<file path="src/rtl/blackbox_peer_if.sv">
// blackbox_peer_if: request, response and box-facing signals of the box peer
interface blackbox_peer_if;
    logic       req_valid;
    logic       req_ready;
    logic [3:0] req_data;
    logic [3:0] box_from;
    logic [3:0] box_to;
    logic       rsp_valid;
    logic       rsp_ready;
    logic [3:0] rsp_data;
    logic [3:0] rsp_sent;
    logic       rsp_match;
    logic [7:0] tx_count;
    logic [7:0] err_count;
    modport slave (
        input  req_valid, req_data, rsp_ready, box_to,
        output req_ready, box_from, rsp_valid, rsp_data, rsp_sent, rsp_match, tx_count, err_count
    );
    modport master (
        output req_valid, req_data, rsp_ready, box_to,
        input  req_ready, box_from, rsp_valid, rsp_data, rsp_sent, rsp_match, tx_count, err_count
    );
endinterface

</file>
<file path="src/rtl/blackbox_peer.sv">
// blackbox_peer: drives one word into the box, inverts its transform and reports match/counters
module blackbox_peer #(
    parameter int MODE    = 0,
    parameter int LATENCY = 1
) (
    input logic           clk,
    input logic           rst,
    blackbox_peer_if.slave bus
);
    localparam logic [1:0] IDLE = 2'd0;
    localparam logic [1:0] WAIT = 2'd1;
    localparam logic [1:0] RESP = 2'd2;
    logic [1:0] state;
    logic [2:0] cnt;
    logic [3:0] dec;
    assign dec           = (MODE == 0) ? (bus.box_to ^ 4'hC) : (bus.box_to - 4'd1);
    assign bus.req_ready = rst && (state == IDLE);
    assign bus.rsp_valid = rst && (state == RESP);
    // single-transaction sequencer: launch word, wait out box latency, hold response until taken
    always_ff @(posedge clk) begin
        if (!rst) begin
            state         <= IDLE;
            cnt           <= '0;
            bus.box_from  <= '0;
            bus.rsp_data  <= '0;
            bus.rsp_sent  <= '0;
            bus.rsp_match <= 1'b0;
            bus.tx_count  <= '0;
            bus.err_count <= '0;
        end else if (state == IDLE) begin
            if (bus.req_valid) begin
                bus.box_from <= bus.req_data;
                bus.rsp_sent <= bus.req_data;
                cnt          <= 3'(LATENCY);
                state        <= WAIT;
            end
        end else if (state == WAIT) begin
            if (cnt == 3'd0) begin
                bus.rsp_data  <= dec;
                bus.rsp_match <= (dec == bus.rsp_sent);
                state         <= RESP;
            end else begin
                cnt <= cnt - 3'd1;
            end
        end else if (state == RESP) begin
            if (bus.rsp_ready) begin
                bus.tx_count  <= bus.tx_count + 8'd1;
                bus.err_count <= bus.err_count + {7'd0, !bus.rsp_match && (bus.err_count != 8'hFF)};
                state         <= IDLE;
            end
        end else begin
            state <= IDLE;
        end
    end
endmodule

</file>
<file path="src/flat_wrapper.sv">
// flat-port wrapper written by rule: the top's interface ports become plain ports
module blackbox_peer_flat 
#(
    parameter int MODE    = 0,
    parameter int LATENCY = 1
)
  (clk, rst, bus_req_valid, bus_req_data, bus_rsp_ready, bus_box_to, bus_req_ready, bus_box_from, bus_rsp_valid, bus_rsp_data, bus_rsp_sent, bus_rsp_match, bus_tx_count, bus_err_count);
  blackbox_peer_if bus_i ();
  input logic clk;
  input logic rst;
  input wire logic [$bits(bus_i.req_valid)-1:0] bus_req_valid;
  input wire logic [$bits(bus_i.req_data)-1:0] bus_req_data;
  input wire logic [$bits(bus_i.rsp_ready)-1:0] bus_rsp_ready;
  input wire logic [$bits(bus_i.box_to)-1:0] bus_box_to;
  output wire logic [$bits(bus_i.req_ready)-1:0] bus_req_ready;
  output wire logic [$bits(bus_i.box_from)-1:0] bus_box_from;
  output wire logic [$bits(bus_i.rsp_valid)-1:0] bus_rsp_valid;
  output wire logic [$bits(bus_i.rsp_data)-1:0] bus_rsp_data;
  output wire logic [$bits(bus_i.rsp_sent)-1:0] bus_rsp_sent;
  output wire logic [$bits(bus_i.rsp_match)-1:0] bus_rsp_match;
  output wire logic [$bits(bus_i.tx_count)-1:0] bus_tx_count;
  output wire logic [$bits(bus_i.err_count)-1:0] bus_err_count;
  assign bus_i.req_valid = bus_req_valid;
  assign bus_i.req_data = bus_req_data;
  assign bus_i.rsp_ready = bus_rsp_ready;
  assign bus_i.box_to = bus_box_to;
  assign bus_req_ready = bus_i.req_ready;
  assign bus_box_from = bus_i.box_from;
  assign bus_rsp_valid = bus_i.rsp_valid;
  assign bus_rsp_data = bus_i.rsp_data;
  assign bus_rsp_sent = bus_i.rsp_sent;
  assign bus_rsp_match = bus_i.rsp_match;
  assign bus_tx_count = bus_i.tx_count;
  assign bus_err_count = bus_i.err_count;
  blackbox_peer #(.MODE(MODE), .LATENCY(LATENCY)) u_core (.clk(clk), .rst(rst), .bus(bus_i));
endmodule
</file>
<file path="config.mk">
export PLATFORM = sky130hd
export DESIGN_NAME = blackbox_peer_flat
export DESIGN_NICKNAME = d
export VERILOG_FILES = /design/src/rtl/blackbox_peer_if.sv /design/src/rtl/blackbox_peer.sv /design/src/flat_wrapper.sv
export SDC_FILE = /design/constraint.sdc
export NUM_CORES = 1
export LEC_CHECK = 0
export ABC_AREA = 0
export BUFFER_PORTS_ARGS = -buffer_cell sky130_fd_sc_hd__buf_2
export CORE_MARGIN = 3
export CORE_UTILIZATION = 51
export DETAILED_ROUTE_END_ITERATION = 8
export PLACE_DENSITY = 0.81
export SKIP_LAST_GASP = 1
export SLEW_MARGIN = 10
export SYNTH_ARGS = -nofsm -noshare
export SYNTH_HDL_FRONTEND = slang
export SYNTH_SLANG_ARGS = --single-unit
</file>
<file path="constraint.sdc">
create_clock -name clk -period 2.55 [get_ports clk]
set_input_delay 0.1275 -clock clk [delete_from_list [all_inputs] [get_ports clk]]
set_output_delay 0.1275 -clock clk [all_outputs]
set_load 0.05 [all_outputs]
</file>
After elaboration in Yosys (flattened, before gate mapping)
Index checks and enable logic that the tools add are counted.

cells by class
  add/sub/neg operators = 3
  equal/unequal tests = 8
  multiplexer cells = 10
  bitwise logic cells = 3
  reduce and logical (&&, ||, !) cells = 12

operators with widths
  operator               count
  $mux W2                6
  $mux W3                4
  $reduce_and A3 Y1      3
  $add A8 B1 Y8          1
  $add A8 B1 Y8 const B  1
  $ne A8 B8 Y1 const B   1
  $eq A4 B4 Y1           1
  $ne A4 B2 Y1 const B   1
  $reduce_and A4 Y1      1
  $logic_and A1 B1 Y1    3
  $logic_not A3 Y1       1
  $ne A3 B2 Y1 const B   1
  $sub A3 B1 Y3 const B  1
  $eq A2 B1 Y1 const B   1
  $eq A2 B2 Y1 const B   1
  $logic_not A2 Y1       1
  $ne A2 B1 Y1 const B   1
  $ne A2 B2 Y1 const B   1
  $not A1 Y1             2
  $not A2 Y2             1
  $reduce_and A2 Y1      1
  $reduce_bool A2 Y1     1
  $logic_not A1 Y1       1

storage, ports and cells
  register bits = 30
  input port bits = 12
  word-level logic and storage cells = 43

Logic depth before layout (Yosys ltp)
Gate-level depths: netlist (run 1).

  depth in word-level cells = 4
  mapped depth = 8
  mapped depth without buffers = 8

Least setup slack after synthesis (run 1)
Ideal clock, no wire load.

  kind = reg2reg
  from = reg u_core.bus.err_count[3]
  to = reg u_core.bus.err_count[2]
  library setup time = 0.128 ns
  arrival time = 1.782 ns
  setup slack = 0.640 ns
  stages on the path, launching flop included = 9
  buffers on the path = 0
  path through = dfxtp_1 nand4_1 nor2_1 nor2_1 ha_1 ha_1 nand4b_1 xor2_1 nor2_1

between the ends
  cells in the longest elaborated chain, start to end = 3

RTL lines
  item                    line                    source
  from (decl)             blackbox_peer_if.sv:17  output req_ready, box_from, rsp_valid, rsp_data, rsp_sent, rsp_match, tx_count, err_count
  from (signal assigned)  blackbox_peer.sv:48     bus.err_count <= bus.err_count + {7'd0, !bus.rsp_match && (bus.err_count != 8'hFF)};
  $ne A8 B8 Y1            blackbox_peer.sv:48
  $logic_and A1 B1 Y1     blackbox_peer.sv:48
  $add A8 B1 Y8           blackbox_peer.sv:48

Every way passes these cells.
A chain may end at the register's enable or synchronous reset.

Worst setup path in the final report (run 1)
  from = reg u_core.bus.err_count[5]
  to = reg u_core.bus.err_count[4]

Same word-level chain as after synthesis.

==> results of run 1 <==
-- per-layer routing --
layer  up-vias  part of all wire [%]  global-route usage, %  routed length [um]
met4         0                   1.9                   9.27                  55
met2        44                    48                   31.0                1390
met3         9                   7.7                   8.24                 224
li1        641                     -                      -                   -
met1       578                    43                   22.6                1240
met5         -                     0                      0                   0
-- logic make-up (layout without fill, tap and decap cells) --
family / count (synthesis) / count (layout) / share of synthesized area, %
mux: 6 / 6 / 4.38
xor+xnor: 7 / 7 / 4.47
fa+ha+maj: 5 / 5 / 4.56
compound gates: 32 / 32 / 13.0
simple gates: 62 / 62 / 24.0
flops: 30 / 30 / 43.8
buf+inv: 16 / 58 / 5.84
-- layout by cell type (no fill, tap or decap), types with 2 or more instances in the layout --
master	instances
clkbuf_4	5
mux2i_1	6
nor2_1	16
buf_2	42
a211oi_1	2
a21oi_1	17
or3_1	6
xnor2_1	2
o31ai_1	4
o21ai_0	6
or3b_1	2
nand3_1	4
nand2_1	15
xor2_1	5
or2_0	2
ha_1	5
nand4b_1	3
nand4_1	5
dfxtp_1	30
inv_1	4
or4_1	4
nor3b_1	2
dlygate4sd3_1	3
-- cells in the mapped netlist, types with 3 or more instances --
| cell type | number | area share, % |
|---|---|---|
| xor2_1 | 5 | 3.2 |
| a21oi_1 | 17 | 6.2 |
| or3_1 | 6 | 2.7 |
| nand4_1 | 5 | 2.3 |
| or4_1 | 4 | 2.2 |
| buf_2 | 4 | 1.5 |
| nand3_1 | 4 | 1.5 |
| buf_4 | 4 | 2.2 |
| o31ai_1 | 4 | 2.2 |
| ha_1 | 5 | 4.6 |
| inv_1 | 4 | 1.1 |
| nor2_1 | 16 | 4.4 |
| o21ai_0 | 6 | 2.2 |
| mux2i_1 | 6 | 4.4 |
| nand4b_1 | 3 | 1.9 |
| dfxtp_1 | 30 | 44 |
| clkbuf_1 | 3 | 0.82 |
| nand2_1 | 15 | 4.1 |
-- report_power, final --
group / total, W / internal (W) / switching, W / leakage, nW
Sequential: 0.000504 / 0.000487 / 0.0000176 / 0.243
Combinational: 0.000175 / 0.0000541 / 0.000121 / 0.444
Clock: 0.000288 / 0.000133 / 0.000154 / 0.0353
-- sequential cells by signal (all words and copies together), names as in the netlist --
| signal | flops |
|---|---|
| u_core.cnt | 3 |
| u_core.state | 2 |
| u_core.bus.box_from | 4 |
| u_core.bus.rsp_data | 4 |
| u_core.bus.rsp_match | 1 |
| u_core.bus.err_count | 8 |
| u_core.bus.tx_count | 8 |
-- through the flow --
stage               worst slack (ns)  power [W]  cell area (um2)  util, %
finish                         0.698   0.000967             1650     65.3
CTS                            0.694   0.000982             1640     64.9
global placement               0.844   0.000684             1560     61.8
floorplan                      0.640   0.000654             1370        -
global route                   0.546    0.00103             1650     65.3
detailed placement             0.725   0.000688             1560     61.8
-- area by class of cell --
cell class / count / area, um2
Tap cell: 30 / 37.5
Multi-Input combinational cell: 112 / 691
Fill cell: 219 / 875
Sequential cell: 30 / 601
Clock inverter: 1 / 5.00
Timing Repair Buffer: 45 / 240
Inverter: 5 / 18.8
Clock buffer: 7 / 55.1
-- worst max path at each step --
stage                             from                 endpoint  slack, ns
6_report       u_core.bus.err_count[5]  u_core.bus.err_count[4]       0.70
5_1_grt        u_core.bus.err_count[3]  u_core.bus.err_count[6]       0.55
4_1_cts        u_core.bus.err_count[5]  u_core.bus.err_count[4]       0.69
3_5_place_dp   u_core.bus.err_count[5]  u_core.bus.err_count[4]       0.72
3_3_place_gp   u_core.bus.err_count[4]  u_core.bus.err_count[6]       0.84
2_1_floorplan  u_core.bus.err_count[3]  u_core.bus.err_count[2]       0.64
-- critical path: stages, from the launching register on --
cell      delay [ns]
dfxtp_1         0.36
nand4_1         0.15
nor2_1          0.07
nor2_1          0.10
ha_1            0.18
ha_1            0.15
nand4b_1        0.21
or3_1           0.41
a21oi_1         0.15
-- timing repair --
action                     CTS  global route
setup buffers                0             0
setup endpoints to repair    0             0
hold buffers                 2             1
hold endpoints to repair     2             1
==> summary.txt, run 1 <==
Worst hold path
  • Hold path start: bus_req_data[1]
  • Hold Crit Class: in2reg
  • Hold path cells: 3
  • WHS Endpoint: u_core.bus.box_from[1]

Drt
  • Vias: 1,272
  • DRC Markers: 0
  • Vias per inst: 5.53
  • Wirelength per Cell: 12.6 um
  • DRT Wirelength: 2900 um
  • Post-route ant nets: 0
  • Initial DRC count: 39
  • Total iterations of the first detailed-routing run: 4

Clock network
  • Clock latency on the worst-skew pair: 0.32 ns
  • # resized after CTS: 0
  • Clock root cell: clkbuf_4
  • CTS tree: yes
  • Clock transition at path regs: 0.09 ns
  • Buffer depth of the longest clock path: 2
  • H-Tree Depth: 2
  • Clock Sinks: 30
  • TritonCTS Buffers: 5

Die
  • Total core area: 0.00252 mm2
  • Ports: 43
  • Die Span Y: 57.9 um
  • Die Span X: 57.9 um
  • # rows: 18
  • Die footprint: 0.00335 mm2
  • Starting Density: 54.4%

GRT
  • First-pass GRT wire length: 4980 um
  • Grt ovf: 0
  • Initial antenna violation count: 0
  • Gr usage total: 19.5%
  • Vias in the first global route: 1,185
  • Largest net degree at the start of global routing: 29

Timing
  • Fin Setup TNS: 0 ns
  • Count of final hold-check violations: 0
  • Min Hold Slack: 0.0416 ns
  • Max Clk Rate: 540 MHz
  • Worst slew pin tran: 0.508 ns
  • RSZ-0062 raised after global routing: false
  • Final period util: 72.6%
  • Period minus WS final: 1.85 ns
  • Fin. max-slew vios: 0
  • Max-slew headroom: 66.0%
  • Clock Skew: 0.00480 ns
  • Setup-failing EPs final: 0

Worst setup path
  • Reg-to-reg startpoint: u_core.bus.err_count[5]
  • Critical-path maximum fanout: 5
  • Critical path data required time: 2.81 ns
  • Critical Path AT: 2.11 ns
  • Depth of the most critical reg-to-reg path: 8
  • Reg2reg setup slack: 0.70 ns
  • Reg2reg end: u_core.bus.err_count[4]
  • Worst setup path class: reg2reg
  • Critical path endpoint category: register
  • Setup crit start kind: register

Yosys
  • Seq cells post-synth: 30
  • Unique masters post-synth: 30
  • Mapped Area: 0.00137 mm2
  • Synth warnings: 0
  • Mean post-synth cell area: 8.68 um2
  • Post-synth EDFFs: 0
  • Ys flop type: dfxtp_1
  • Post-synth ARST share: 0%
  • Synth Net Count: 175
  • Post-Syn Instances: 158
  • Register area share after synthesis: 43.8%

Cells and area
  • Final nets: 216
  • Layout area overhead: 20.2%
  • Layout Cells excl Fill: 230
  • Antenna cell count: 0
  • Share of layout cells above drive strength 1: 25.0%

Flow run
  • Number of maximum-capacitance violations: 0

Power and ir drop
  • Leak: 0.723 nW
  • Peak VDD IR: 0.000436 V
  • Power per cell area: 587 mW/mm2

Place
  • Final GP Congestion: 0.835
  • Buffers added on ports: 42
  • Post-DP HPWL: 2040 um
  • Placed cells: 219

Outcome
  • Outcome: finished, final reports clean
No activity file was read; power rests on OpenSTA's default activity.
==> run 2, diff against run 1 <==
--- a/config.mk
+++ b/config.mk
@@ -8,9 +8,9 @@
 export ABC_AREA = 0
 export BUFFER_PORTS_ARGS = -buffer_cell sky130_fd_sc_hd__buf_2
 export CORE_MARGIN = 3
-export CORE_UTILIZATION = 51
+export CORE_UTILIZATION = 50
 export DETAILED_ROUTE_END_ITERATION = 8
-export PLACE_DENSITY = 0.81
+export PLACE_DENSITY = 0.79
 export SKIP_LAST_GASP = 1
 export SLEW_MARGIN = 10
 export SYNTH_ARGS = -nofsm -noshare
==> constraint.sdc (replaced) <==
create_clock -name clk -period 1.75 [get_ports clk]
set_input_delay 0.0875 -clock clk [delete_from_list [all_inputs] [get_ports clk]]
set_output_delay 0.0875 -clock clk [all_outputs]
set_load 0.05 [all_outputs]
==> run 2 against run 1 <==
Net effect:
- clock power up 49%
- via count up 3.4%
- die area rose by 1.8%
- sequential power increased by 45%
- non-clock buffer count is 7 higher
- final area increased by 4.4%
- first-iteration DRC count increased by 36%
- clock skew rose by 0.0032 ns
- worst hold slack lost 0.013 ns
- cell count up 3.0%
- largest cell class unchanged
- combinational power increased by 55%
- routed wire length grew 10%
==> summary.txt, run 2 (synthesized netlist as in run 1, its figures left out) <==
Outcome
  • Outcome: finished, final reports clean

Worst setup path
  • Critical path endpoint category: register
  • Worst-path cell chain: inv_1, ha_1, ha_1, or3b_1, or2_0, a21oi_1
  • Critical path data required time: 2.01 ns (-0.80 ns)
  • Critical Path AT: 1.92 ns (-0.19 ns)
  • Cell family with most CP delay: simple AND/OR/NAND/NOR gates
  • Max incr delay on CP: 0.44 ns (+0.03 ns)
  • Worst setup path class: reg2reg
  • CP max-delay cell: or3b_1
  • Buf/Inv on CP: 1 (+1)
  • Crit-path most repeated cell: ha_1
  • Setup crit start kind: register
  • Critical-path maximum fanout: 6 (+1)

Worst hold path
  • Hold Crit Class: in2reg

Place
  • Buffers added on ports: 42 (unchanged)
  • Final GP Congestion: 0.818 (-2.1%)
  • Post-DP HPWL: 2190 um (+7.7%)
  • Placed cells: 221 (+0.91%)

Power and ir drop
  • Power per cell area: 832 mW/mm2 (+42%)
  • Switching Share: 31.0% (+0.73 points)
  • Clock power share: 29.9% (about the same)
  • P_int: 0.000988 W (+46%)
  • Leak: 0.758 nW (+4.8%)
  • Peak VDD IR: 0.000768 V (+76%)
  • Combinational power share: 18.9% (+0.8 points)
  • NetSw: 0.000445 W (+52%)
  • Part of the power in registers: 51.2% (-0.9 points)

Cells and area
  • Share of layout cells above drive strength 1: 30.9% (+5.9 points)
  • Fillers: 209 (-4.6%)
  • Final nets: 223 (+3.2%)
  • Layout Cells excl Fill: 237 (+3.0%)
  • Layout area overhead: 25.5%
  • Final Util: 67.6% (+2.3 points)
  • Multi-input gate area: 693 um2 (+0.36%)
  • Top Registers: u_core.bus.err_count: 8 flops, u_core.bus.tx_count: 8 flops
  • Commonest non-fill, non-tap cell in the layout: buf_2
  • Antenna cell count: 0 (unchanged)
  • Most frequent cells in the layout: buf_2, dfxtp_1, a21oi_1, nor2_1, nand2_1
  • Register area: 613 um2 (+2.1%)

Clock network
  • CTS tree: yes
  • Buffer depth of the longest clock path: 2 (unchanged)
  • Clock root cell: clkbuf_4
  • Clock Sinks: 30 (unchanged)
  • Clock latency on the worst-skew pair: 0.33 ns (about the same)
  • Clock transition at path regs: 0.09 ns (about the same)
  • TritonCTS Buffers: 5 (unchanged)
  • H-Tree Depth: 2 (unchanged)

Die
  • Ports: 43 (unchanged)
  • # rows: 18 (unchanged)
  • Die Span X: 58.4 um (+0.89%)
  • Total core area: 0.00254 mm2 (+0.89%)
  • Starting Density: 53.9% (-0.48 points)
  • Die Span Y: 58.4 um (+0.89%)
  • Die footprint: 0.00341 mm2 (+1.8%)

GRT
  • Largest net degree at the start of global routing: 29 (unchanged)
  • Initial antenna violation count: 0 (unchanged)
  • First-pass GRT wire length: 5070 um (+1.8%)
  • Grt ovf: 0 (unchanged)
  • Gr usage total: 19.5% (+0.053 points)
  • Vias in the first global route: 1,166 (-1.6%)

Timing
  • Fin Setup TNS: 0 ns (unchanged)
  • Fin. max-slew vios: 0 (unchanged)
  • Final period util: 94.7% (+22 points)
  • Worst slew pin tran: 0.533 ns (+0.0243 ns)
  • Count of final hold-check violations: 0 (unchanged)
  • Setup-failing EPs final: 0 (unchanged)
  • Clock Skew: 0.00804 ns (+0.00325 ns)
  • Period minus WS final: 1.66 ns (-0.194 ns)
  • RSZ-0062 raised after global routing: true
  • Max-slew headroom: 64.4% (-1.6 points)
  • Max Clk Rate: 603 MHz (+12%)

Drt
  • Wirelength per Cell: 13.5 um (+7.1%)
  • Vias: 1,315 (+3.4%)
  • Total iterations of the first detailed-routing run: 4 (unchanged)
  • Post-route ant nets: 0 (unchanged)
  • Initial DRC count: 53 (+36%)
  • Vias per inst: 5.55 (+0.33%)
  • DRC Markers: 0 (unchanged)
  • DRT Wirelength: 3210 um (+10%)

Flow run
  • Number of maximum-capacitance violations: 0 (unchanged)
[run 2: cell type report]
class	count	share of cell area (%)
multi-input cells	112	40.3
flip-flops and latches	30	35.6
repair buffers	52	17.3
clock buffers	7	3.20
well taps	30	2.18
inverters	5	1.09
clock inverters	1	0.291
[run 2: metal layers]
layer	wire, um	global-route usage [%]	share of wire, %
met1	1280	21.1	40
met2	1650	34.4	51
met3	244	7.68	7.6
met4	34	6.62	1.1
met5	0	0	0
[run 2: path summary, 6_finish.rpt]
path | start | to | slack (ns) | cells after the start
hold reg to reg | u_core.cnt[1] | u_core.cnt[1] | 0.47 | 2
hold / removal | bus_req_data[2] | u_core.bus.box_from[2] | 0.03 | 3
setup reg to reg | u_core.cnt[0] | u_core.cnt[1] | 0.09 | 6
setup / recovery | u_core.cnt[0] | u_core.cnt[1] | 0.09 | 6
[run 2: stage by stage]
stage               hold slack, ns  setup slack (ns)  cell area [um2]  power [W]
detailed placement           0.300            0.0302             1580    0.00101
floorplan                    0.183            0.0277             1380   0.000953
global route                0.0325           -0.0193             1720    0.00150
finish                      0.0281            0.0922             1720    0.00143
CTS                         0.0152            0.0704             1700    0.00144
global placement             0.300             0.103             1580    0.00100
[run 2: repair_timing]
action                                  in CTS  in global routing
hold endpoints to repair                     5                  0
buffers inserted                             1                  2
gates resized for setup                      0                  2
pin swaps                                    0                  4
endpoints found under the setup margin       1                  5
hold buffers                                 5                  0
[run 2: tightest hold or removal path: stages]
cell	delay [ns]
buf_2	0.10
nand2_1	0.06
a21oi_1	0.06
[run 2: power groups by stage]
stage               registers, W  logic (W)  clock network (W)
global placement        0.000747   0.000255                  0
global route            0.000737   0.000292           0.000472
detailed placement      0.000749   0.000261                  0
CTS                     0.000733   0.000270           0.000433
floorplan               0.000801   0.000152                  0
finish                  0.000733   0.000271           0.000429
==> run 3, diff against run 2 <==
--- a/config.mk
+++ b/config.mk
@@ -6,7 +6,7 @@
 export NUM_CORES = 1
 export LEC_CHECK = 0
 export ABC_AREA = 0
-export BUFFER_PORTS_ARGS = -buffer_cell sky130_fd_sc_hd__buf_2
+export BUFFER_PORTS_ARGS = -buffer_cell sky130_fd_sc_hd__clkbuf_2
 export CORE_MARGIN = 3
 export CORE_UTILIZATION = 50
 export DETAILED_ROUTE_END_ITERATION = 8
==> constraint.sdc (replaced) <==
create_clock -name clk -period 1.9 [get_ports clk]
set_input_delay 0.095 -clock clk [delete_from_list [all_inputs] [get_ports clk]]
set_output_delay 0.095 -clock clk [all_outputs]
set_load 0.05 [all_outputs]
==> run 3 against run 2 <==
Net effect:
- clock-buffer cell count rose by 1
- critical path depth increased by 3
- flip-flop and latch count stayed put
- worst hold slack better by 0.011 ns
- total power decreased by 2.7%
- maximum frequency shrank 5.8%
- non-clock buffer count is 1 lower
- final area is the same
==> summary.txt, run 3 (synthesized netlist as in run 1, its figures left out) <==
Die
  • Die Span Y: 58.4 um (unchanged)
  • Die Span X: 58.4 um (unchanged)
  • Ports: 43 (unchanged)
  • Starting Density: 53.9% (unchanged)
  • Total core area: 0.00254 mm2 (unchanged)
  • # rows: 18 (unchanged)
  • Die footprint: 0.00341 mm2 (unchanged)

Drt
  • Vias: 1,280 (-2.7%)
  • Wirelength per Cell: 13.2 um (-2.6%)
  • Initial DRC count: 25 (-53%)
  • DRT Wirelength: 3110 um (-3.1%)
  • Vias per inst: 5.42 (-2.2%)
  • DRC Markers: 0 (unchanged)
  • Post-route ant nets: 0 (unchanged)
  • Total iterations of the first detailed-routing run: 5 (+1)

GRT
  • Vias in the first global route: 1,195 (+2.5%)
  • First-pass GRT wire length: 5120 um (+0.95%)
  • Gr usage total: 19.6% (+0.12 points)
  • Largest net degree at the start of global routing: 29 (unchanged)
  • Initial antenna violation count: 0 (unchanged)
  • Grt ovf: 0 (unchanged)

Outcome
  • Outcome: finished, final reports clean

Cells and area
  • Layout Cells excl Fill: 236 (-0.42%)
  • Fillers: 225 (+7.7%)
  • Share of layout cells above drive strength 1: 26.7% (-4.2 points)
  • Layout area overhead: 25.5% (unchanged)
  • Most frequent cells in the layout: clkbuf_2, dfxtp_1, a21oi_1, nor2_1, nand2_1
  • Fin area: 0.00172 mm2 (unchanged)
  • Commonest non-fill, non-tap cell in the layout: clkbuf_2
  • Final nets: 222 (-0.45%)
  • Antenna cell count: 0 (unchanged)
  • Top Registers: u_core.bus.err_count: 8 flops, u_core.bus.tx_count: 8 flops

Place
  • DP Worst Slack: 0.150 ns (+0.120 ns)
  • Buffers added on ports: 42 (unchanged)
  • Area post-placement: 0.00157 mm2 (-0.55%)
  • Final GP Congestion: 0.817 (-0.12%)
  • Placed cells: 221 (unchanged)
  • Post-DP HPWL: 2210 um (+0.68%)

Power and ir drop
  • Leak: 0.736 nW (-2.9%)
  • Peak VDD IR: 0.000584 V (-24%)
  • Power per cell area: 810 mW/mm2 (-2.7%)

Timing
  • Clock Skew: 0.00604 ns (-0.00201 ns)
  • Min Hold Slack: 0.0392 ns (+0.0111 ns)
  • Final worst setup slack: 0.141 ns (+0.0488 ns)
  • Worst slew pin tran: 0.477 ns (-0.0560 ns)
  • Period minus WS final: 1.76 ns (+0.101 ns)
  • Count of final hold-check violations: 0 (unchanged)
  • Fin. max-slew vios: 0 (unchanged)
  • Setup-failing EPs final: 0 (unchanged)
  • Max Clk Rate: 569 MHz (-5.8%)
  • Final period util: 92.6% (-2.2 points)
  • Max-slew headroom: 68.2% (+3.8 points)

Clock network
  • Clock latency on the worst-skew pair: 0.33 ns (about the same)
  • Clock transition at path regs: 0.09 ns (about the same)
  • Clock Sinks: 30 (unchanged)
  • TritonCTS Buffers: 5 (unchanged)
  • CTS tree: yes
  • H-Tree Depth: 2 (unchanged)
  • Buffer depth of the longest clock path: 2 (unchanged)
  • Clock root cell: clkbuf_4
  • # resized after CTS: 0 (unchanged)

Worst setup path
  • Crit-path most repeated cell: nor2_1
  • Depth of the most critical reg-to-reg path: 9 (+3)
  • Setup crit start kind: register
  • Cell family with most CP delay: simple AND/OR/NAND/NOR gates
  • Reg-to-reg startpoint: u_core.bus.err_count[4]
  • Worst-path cell chain: nand4_1, nor2_1, nor2_1, ha_1, ha_1, nand4b_1, buf_4, xor2_1, nor2_1
  • Reg2reg end: u_core.bus.err_count[2]
  • Max incr delay on CP: 0.41 ns (-0.03 ns)
  • Buf/Inv on CP: 1 (unchanged)
  • Critical path data required time: 2.10 ns (+0.09 ns)
  • Critical-path maximum fanout: 6 (unchanged)
  • Worst setup path class: reg2reg
  • Critical path endpoint category: register
  • CP max-delay cell: dfxtp_1
  • Reg2reg setup slack: 0.14 ns (+0.05 ns)
  • Critical Path AT: 1.96 ns (+0.04 ns)

Worst hold path
  • Hold path start: bus_box_to[1]
  • Hold path cells: 3 (unchanged)
  • WHS Endpoint: u_core.bus.rsp_data[1]
  • Hold Crit Class: in2reg

Flow run
  • Number of maximum-capacitance violations: 0 (unchanged)
## run 3: cell count changes in the layout (fill, tap and decap cells not counted), moves of 2 or more
cell      change
buf_4         -2
dfxtp_2       -6
clkbuf_2     +42
dfxtp_1       +7
buf_2        -42
clkbuf_8      +2
## run 3: worst max path at each step
stage,startpoint,endpoint,slack (ns),cells after the start
after floorplan,u_core.bus.err_count[4],u_core.bus.err_count[2],0.01,8
after global placement,u_core.bus.err_count[4],u_core.bus.err_count[6],0.25,8
after detailed placement,u_core.bus.err_count[4],u_core.bus.err_count[4],0.15,8
after CTS,u_core.bus.err_count[4],u_core.bus.err_count[6],0.12,8
after global routing,u_core.bus.err_count[4],u_core.bus.err_count[6],-0.004,8
final,u_core.bus.err_count[4],u_core.bus.err_count[2],0.14,9
## run 3: power breakdown
group / internal (W) / total (W) / leakage, nW / switching [W]
clock: 0.000253 / 0.000467 / 0.0446 / 0.000214
combinational: 0.0000792 / 0.000250 / 0.448 / 0.000171
sequential: 0.000653 / 0.000677 / 0.244 / 0.0000234
total: 0.000985 / 0.00139 / 0.736 / 0.000408
## run 3: cell type report
| cell class | instances | area (um2) | area share, % |
|---|---|---|---|
| multi-input cells | 112 | 691 | 40.1 |
| flip-flops and latches | 30 | 602 | 35.0 |
| well taps | 30 | 37.5 | 2.18 |
| inverters | 5 | 18.8 | 1.09 |
| clock buffers | 8 | 78.8 | 4.58 |
| repair buffers | 51 | 293 | 17.0 |
## run 3: worst reg2reg max path, cell delays in order, from the launching register on
cell	delay [ns]
dfxtp_1	0.41
nand4_1	0.16
nor2_1	0.13
nor2_1	0.05
ha_1	0.20
ha_1	0.18
nand4b_1	0.14
buf_4	0.15
xor2_1	0.17
nor2_1	0.05
## run 3: timing repair
action                                  CTS  global route
endpoints found under the setup margin    0             2
endpoints found under the hold margin     6             0
setup buffers                             0             1
hold buffers                              6             0
## run 3: stage by stage
stage	power, W	TNS, ns	util (%)
final	0.00139	0	67.6
after global routing	0.00146	-0.00396	67.6
after CTS	0.00141	0	67.3
after floorplan	0.000878	0	-
after global placement	0.000922	0	61.8
after detailed placement	0.000931	0	61.8
## run 3: routing by layer
metal / vias to the layer above / routed length [um] / track usage [%]
li1: 648 / - / -
met1: 591 / 1290 / 21.2
met2: 34 / 1600 / 35.2
met3: 7 / 166 / 6.14
met4: 0 / 44 / 7.95
met5: - / 0 / 0
